## src/rtl/thc_pkg.sv

```systemverilog
// rtl/thc_pkg.sv - shared constants and codeword layout helpers for the Hamming decoder
package thc_pkg;

  localparam int DATA_W = 32;
  localparam int PAR_W  = 6;
  localparam int CW_W   = DATA_W + PAR_W;

  // Hamming positions (1-based) that hold parity bits.
  localparam int PAR_POS [PAR_W] = '{1, 2, 4, 8, 16, 32};

  function automatic bit is_par_pos(input int p);
    bit hit;
    hit = 1'b0;
    for (int k = 0; k < PAR_W; k++) begin
      if (p == PAR_POS[k]) hit = 1'b1;
    end
    return hit;
  endfunction

  // Data bit idx occupies the idx-th non-parity position, counting upward from 1.
  function automatic int data_pos(input int idx);
    int pos;
    int cnt;
    pos = 0;
    cnt = 0;
    for (int p = 1; p <= CW_W; p++) begin
      if (!is_par_pos(p)) begin
        if (cnt == idx) pos = p;
        cnt++;
      end
    end
    return pos;
  endfunction

  // Mask of all codeword bits whose Hamming position has bit k set.
  function automatic logic [CW_W-1:0] syn_mask(input int k);
    logic [CW_W-1:0] m;
    m = '0;
    for (int p = 1; p <= CW_W; p++) begin
      if (((p >> k) & 1) != 0) m = m | ({{(CW_W-1){1'b0}}, 1'b1} << (p - 1));
    end
    return m;
  endfunction

endpackage

```

## src/rtl/thc_syndrome_calc.sv

```systemverilog
// rtl/thc_syndrome_calc.sv - combinational even-parity syndrome of a 38-bit codeword
module thc_syndrome_calc
  import thc_pkg::*;
(
  input  logic [CW_W-1:0]  data_in,
  output logic [PAR_W-1:0] syndrome
);

  // Each syndrome bit is the parity over every position whose index has that bit set.
  for (genvar k = 0; k < PAR_W; k++) begin : g_syn
    localparam logic [CW_W-1:0] MASK = syn_mask(k);
    assign syndrome[k] = ^(data_in & MASK);
  end

endmodule

```

## src/rtl/thc_decoder.sv

```systemverilog
// rtl/thc_decoder.sv - single-error-correcting Hamming decoder with one registered stage
module thc_decoder
  import thc_pkg::*;
(
  input  logic              clk,
  input  logic              rst_n,
  input  logic              in_valid,
  input  logic [CW_W-1:0]   data_in,
  output logic              out_valid,
  output logic [DATA_W-1:0] org_data,
  output logic              error,
  output logic              uncorrectable,
  output logic [PAR_W-1:0]  syndrome
);

  localparam logic [CW_W-1:0]  ONE     = {{(CW_W-1){1'b0}}, 1'b1};
  localparam logic [PAR_W-1:0] MAX_POS = PAR_W'(CW_W);

  logic [PAR_W-1:0]  syn;
  logic [CW_W-1:0]   flip;
  logic [CW_W-1:0]   corr;
  logic [DATA_W-1:0] data_ext;
  logic              err_d;
  logic              unc_d;

  logic              valid_q;
  logic [DATA_W-1:0] data_q;
  logic              err_q;
  logic              unc_q;
  logic [PAR_W-1:0]  syn_q;

  thc_syndrome_calc u_syn (
    .data_in  (data_in),
    .syndrome (syn)
  );

  // A syndrome in 1..38 names the flipped position; beyond that nothing is corrected.
  always_comb begin
    flip  = '0;
    err_d = (syn != '0);
    unc_d = (syn > MAX_POS);
    if (err_d && !unc_d) flip = ONE << (syn - PAR_W'(1));
  end

  assign corr = data_in ^ flip;

  // Pull data bits out of the non-parity positions in ascending order.
  for (genvar i = 0; i < DATA_W; i++) begin : g_ext
    localparam logic [CW_W-1:0] SEL = ONE << (data_pos(i) - 1);
    assign data_ext[i] = |(corr & SEL);
  end

  // Capture a decoded word when valid; otherwise hold results and drop out_valid.
  always_ff @(posedge clk or negedge rst_n) begin
    if (!rst_n) begin
      valid_q <= 1'b0;
      data_q  <= '0;
      err_q   <= 1'b0;
      unc_q   <= 1'b0;
      syn_q   <= '0;
    end else begin
      valid_q <= in_valid;
      if (in_valid) begin
        data_q <= data_ext;
        err_q  <= err_d;
        unc_q  <= unc_d;
        syn_q  <= syn;
      end
    end
  end

  assign out_valid     = valid_q;
  assign org_data      = data_q;
  assign error         = err_q;
  assign uncorrectable = unc_q;
  assign syndrome      = syn_q;

endmodule

```

## config.mk

```make
export PLATFORM = sky130hd
export DESIGN_NAME = thc_decoder
export DESIGN_NICKNAME = d
export VERILOG_FILES = /design/src/rtl/thc_pkg.sv /design/src/rtl/thc_syndrome_calc.sv /design/src/rtl/thc_decoder.sv
export SDC_FILE = /design/constraint.sdc
export NUM_CORES = 1
export LEC_CHECK = 0
export ABC_AREA = 0
export BUFFER_PORTS_ARGS = -buffer_cell sky130_fd_sc_hd__clkbuf_2
export CAP_MARGIN = 20
export CELL_PAD_IN_SITES_DETAIL_PLACEMENT = 2
export CELL_PAD_IN_SITES_GLOBAL_PLACEMENT = 2
export CORE_MARGIN = 10
export CORE_UTILIZATION = 33
export DETAILED_ROUTE_END_ITERATION = 8
export HOLD_SLACK_MARGIN = 0.12
export PLACE_DENSITY_LB_ADDON = 0.1
export REMOVE_ABC_BUFFERS = 1
export SETUP_SLACK_MARGIN = 0.4
export SLEW_MARGIN = 20
export SYNTH_ARGS = -nofsm -noshare
export SYNTH_HDL_FRONTEND = slang
export SYNTH_HIERARCHICAL = 1
export SYNTH_SLANG_ARGS = --single-unit
```

## constraint.sdc

```tcl
create_clock -name clk -period 1.2 [get_ports clk]
set_input_delay 0.24 -clock clk [delete_from_list [all_inputs] [get_ports clk]]
set_output_delay 0.24 -clock clk [all_outputs]
set_load 0.01 [all_outputs]
```

==> metrics.md, run 1 <==
| Metric | Value |
|---|---|
| First reported error | `[ERROR DPL-0033] detailed placement checks failed during check placement.` |
| Die height | `111 um` |
| IO Pins | `between 80 and 90` |
| Seq/Total Area, Yosys | `37.9%` |
| Row count | `32` |
| Synth async-reset ratio | `100%` |
| Post-CTS setup buffers | `38` |
| CTS Hold Bufs | `1` |
| Root Buffer | `clkbuf_8` |
| CTS Buf Count | `5` |
| Gpl congestion | `0.794` |
| Die X | `between 100 and 150 um` |
| H-tree depth | `2` |
| Area after DPL | `3730 sq um` |
| Initial core utilization | `34.5%` |
| Mapped cell area | `2710 sq um` |
| Main flop type after synthesis | `dfrtp_1` |
| Post-cts resize count | `92` |
| Post-synthesis area per instance | `9.64 sq um` |
| Number of synthesized register bits | `41` |
| DP HPWL | `about 9000 um` |
| Warnings, synthesis | `6` |
| Sink Count | `41` |
| Distinct cells, synth | `30` |
| Gate Count Post-Synth | `281` |
| Clock buffer depth | `2` |
| EDFF count, synth | `0` |
| I/O Buffers | `81` |
| Stage reached | `4_1_cts` |
| Outcome | `did not finish` |
cell families after synthesis:
family	after synthesis	synth area share, %
AO/OA/AOI/OAI	66	14.7
XOR/XNOR	60	21.4
buffers and inverters	19	3.33
flip-flops	41	37.9
multiplexers	7	2.91
AND/OR/NAND/NOR	88	19.7
synth_stat cells (all sizes together), types with 6 or more instances:
cell	number	area [sq um]
dfrtp	41	1030
nand2b	8	50.1
clkbuf	12	45.0
or3	24	155
or4	7	52.6
buf	6	41.3
nor2	32	120
a31oi	31	194
o21ai	23	115
o31ai	7	52.6
xnor2	48	420
xor2	8	70.1
mux2	7	78.8
metrics by stage:
step / setup slack (ps) / hold slack [ps] / instances
after floorplan: -1560 / -55.6 / 263
after global placement: -1500 / 241 / 518
after detailed placement: -1700 / 243 / 518
==> run 2: changes to the inputs <==
--- a/config.mk
+++ b/config.mk
@@ -8,15 +8,11 @@
 export ABC_AREA = 0
 export BUFFER_PORTS_ARGS = -buffer_cell sky130_fd_sc_hd__clkbuf_2
 export CAP_MARGIN = 20
-export CELL_PAD_IN_SITES_DETAIL_PLACEMENT = 2
-export CELL_PAD_IN_SITES_GLOBAL_PLACEMENT = 2
 export CORE_MARGIN = 10
-export CORE_UTILIZATION = 33
+export CORE_UTILIZATION = 20
 export DETAILED_ROUTE_END_ITERATION = 8
-export HOLD_SLACK_MARGIN = 0.12
-export PLACE_DENSITY_LB_ADDON = 0.1
+export PLACE_DENSITY_LB_ADDON = 0.15
 export REMOVE_ABC_BUFFERS = 1
-export SETUP_SLACK_MARGIN = 0.4
 export SLEW_MARGIN = 20
 export SYNTH_ARGS = -nofsm -noshare
 export SYNTH_HDL_FRONTEND = slang
==> metrics.md, run 2 <==
| Metric | Value |
|---|---|
| Slew Limit Fails | `0` |
| Antenna Cells | `0` |
| Crit Path Class | `in2reg` |
| Layout area overhead | `84.5%` |
| Row count | `42 (was 32)` |
| RSZ-0062 raised after global routing | `yes` |
| Mapped cell area | `2710 sq um (unchanged)` |
| Final Hold Vio Count | `0` |
| Worst skew pair latency | `290 ps` |
| Max-cap violations | `0` |
| Wire per inst | `roughly 17 um` |
| Root Buffer | `clkbuf_16 (was clkbuf_8)` |
| CP endpoint | `org_data[27]` |
| R2R depth | `1` |
| Vias post-DR | `2707` |
| Crit path DAT | `around 2600 ps` |
| Fmax | `roughly 0.43 GHz` |
| Most common cell after layout, fill and taps aside | `clkbuf_2` |
| Seq/Total Area, Yosys | `37.9% (unchanged)` |
| Layout cells sized above 1 | `56.6%` |
| Clk slew on worst S/H paths | `60 ps` |
| Die X | `136 um (was 111 um)` |
| Nets | `485` |
| Type of the worst min-delay path | `in2reg` |
| Final WS setup | `-1130 ps` |
| DP HPWL | `7660 um (was 8950 um)` |
| Synth cell count leaders | `xnor2_1, dfrtp_1, nor2_1, a31oi_1, or3_1 (unchanged)` |
| Pre-CTS setup slack | `-1630 ps (was -1700 ps)` |
| Final min period | `2330 ps` |
| Detailed Route WL | `10400 um` |
| Sink Count | `41 (unchanged)` |
| Final instance area | `4990 sq um` |
| Synth async-reset ratio | `100% (unchanged)` |
| Worst R2R End | `syndrome[3]` |
| Setup crit start | `data_in[13]` |
| Initial antenna violation count | `0` |
| DR pass1 iterations | `4` |
| Warnings, synthesis | `6 (unchanged)` |
| Core box area | `13200 sq um` |
| Layout Skew | `0 ps` |
| Total power | `11.0 mW` |
| Gpl congestion | `0.724 (was 0.794)` |
| Leak Pwr | `2.14 nW` |
| Vias in the first global route | `2796` |
| Synth top area cells | `dfrtp_1, xnor2_1, a31oi_1 (unchanged)` |
| Worst Path Max Fanout | `7` |
| CTS Buf Count | `5 (unchanged)` |
| Most frequent cells in the layout | `clkbuf_2, buf_4, dfrtp_1` |
| Initial DRC Count | `108` |
| Area share of the largest cell type after synthesis | `37.9% (unchanged)` |
| Count leader, synth | `xnor2_1 (unchanged)` |
| Critical Path Start Type | `primary input` |
| CTS tree | `yes` |
| EDFF count, synth | `0 (unchanged)` |
| Post-synthesis area per instance | `9.64 sq um (unchanged)` |
| Largest area contributor in the netlist | `dfrtp_1 (unchanged)` |
| Clock buffer depth | `2 (unchanged)` |
| Grt total ovfl | `0` |
| Slew of the pin with the lowest slew margin | `325 ps` |
| Number of synthesized register bits | `41 (unchanged)` |
| Tcrit/Tclk final | `195%` |
| Distinct cells, synth | `30 (unchanged)` |
| Largest net degree at the start of global routing | `48` |
| Reg2reg setup slack | `410 ps` |
| Crit end category | `flop` |
| Placed insts | `589 (was 518)` |
| Data required, critical path | `1410 ps` |
| Fin cells | `between 600 and 700` |
| Fillers | `1361` |
| Drt drc | `0` |
| Pwr Density | `around 2200 nW/um^2` |
| R2r startpoint | `syndrome[3]` |
| Total track usage | `10.9%` |
| Gate Count Post-Synth | `281 (unchanged)` |
| Outcome | `finished, violations left (was did not finish)` |
| Violated checks | `negative setup slack` |
| Antenna-violating nets left | `0` |
| Area after DPL | `3810 sq um (was 3730 sq um)` |
| IO Pins | `82 (unchanged)` |
| H-tree depth | `2 (unchanged)` |
| Initial core utilization | `20.4% (was 34.5%)` |
| Max reg flops | `32` |
| Final setup fails | `40` |
| I/O Buffers | `81 (unchanged)` |
| Vias per inst | `4.36` |
| VDD IR max | `0.901 mV` |
| Main flop type after synthesis | `dfrtp_1 (unchanged)` |
| Die height | `136 um (was 111 um)` |
| First-pass GRT wire length | `15700 um` |
| Max transition margin | `78.2%` |
| Die area | `about 19000 sq um` |
## run 2: through the flow
step	TNS (ps)	util, %	hold WS (ps)
after global placement	-55180	28.8	243
after CTS	-35890	34.6	232
after global routing	-39760	37.7	248
after floorplan	-47390	-	-55.6
final	-36510	37.7	235
after detailed placement	-56010	28.8	249
## run 2: worst min path at each step
stage,cells after the start,slack (ps),startpoint,to
floorplan,0,-60,rst_n,error
global placement,2,240,rst_n,org_data[23]
detailed placement,2,250,rst_n,syndrome[2]
CTS,3,230,data_in[20],org_data[15]
global route,3,250,data_in[28],org_data[23]
finish,3,240,data_in[20],org_data[15]
## run 2: logic make-up (layout without fill, tap and decap cells)
family          count (synthesis)  in the layout  synth area share [%]
simple gates                   88             89                  19.7
compound gates                 66             66                  14.7
xor+xnor                       60             60                  21.4
flops                          41             41                  37.9
buf+inv                        19            182                  3.33
mux                             7              7                  2.91
## run 2: metal layers
layer,GRT usage [%],routed length [um],up-vias
met2,17.6,5020,56
met5,0,0,-
met4,2.90,121,0
met1,14.1,4710,1289
met3,2.92,537,9
li1,-,-,1353
## run 2: cell type report
| class | count | area (sq um) | share of cell area, % |
|---|---|---|---|
| inverter | 1 | 3.75 | 0.0752 |
| timing repair buffer | 173 | 1360 | 27.2 |
| tap | 176 | 220 | 4.41 |
| clock buffer | 7 | 153 | 3.06 |
| multi-input combinational | 222 | 2230 | 44.6 |
| sequential | 41 | 1030 | 20.5 |
| clock inverter | 1 | 5.00 | 0.100 |
## run 2: timing repair
item / CTS / global route
cloned: 1 / 0
gates resized for setup: 78 / 71
pin swaps: 52 / 39
setup buffers: 15 / 10
endpoints found under the setup margin: 40 / 40
hold endpoints to repair: 41 / 0
hold buffers: 1 / 0
## run 2: power by group
group	internal, mW	switching [mW]	leakage (nW)
registers	1.69	0.166	0.462
clock network	0.882	0.581	0.0799
logic	4.21	3.53	1.60
total	6.77	4.27	2.14
## run 2: critical path, cell delays in order
cell and delay [ps]:
clkbuf_16 140, xnor2_4 180, xnor3_2 410, xnor2_4 170, xnor2_4 170, buf_6 130, buf_12 120, or4b_4 530
or3_1 320, a31oi_1 130
Power figures use the tool's default switching activity.
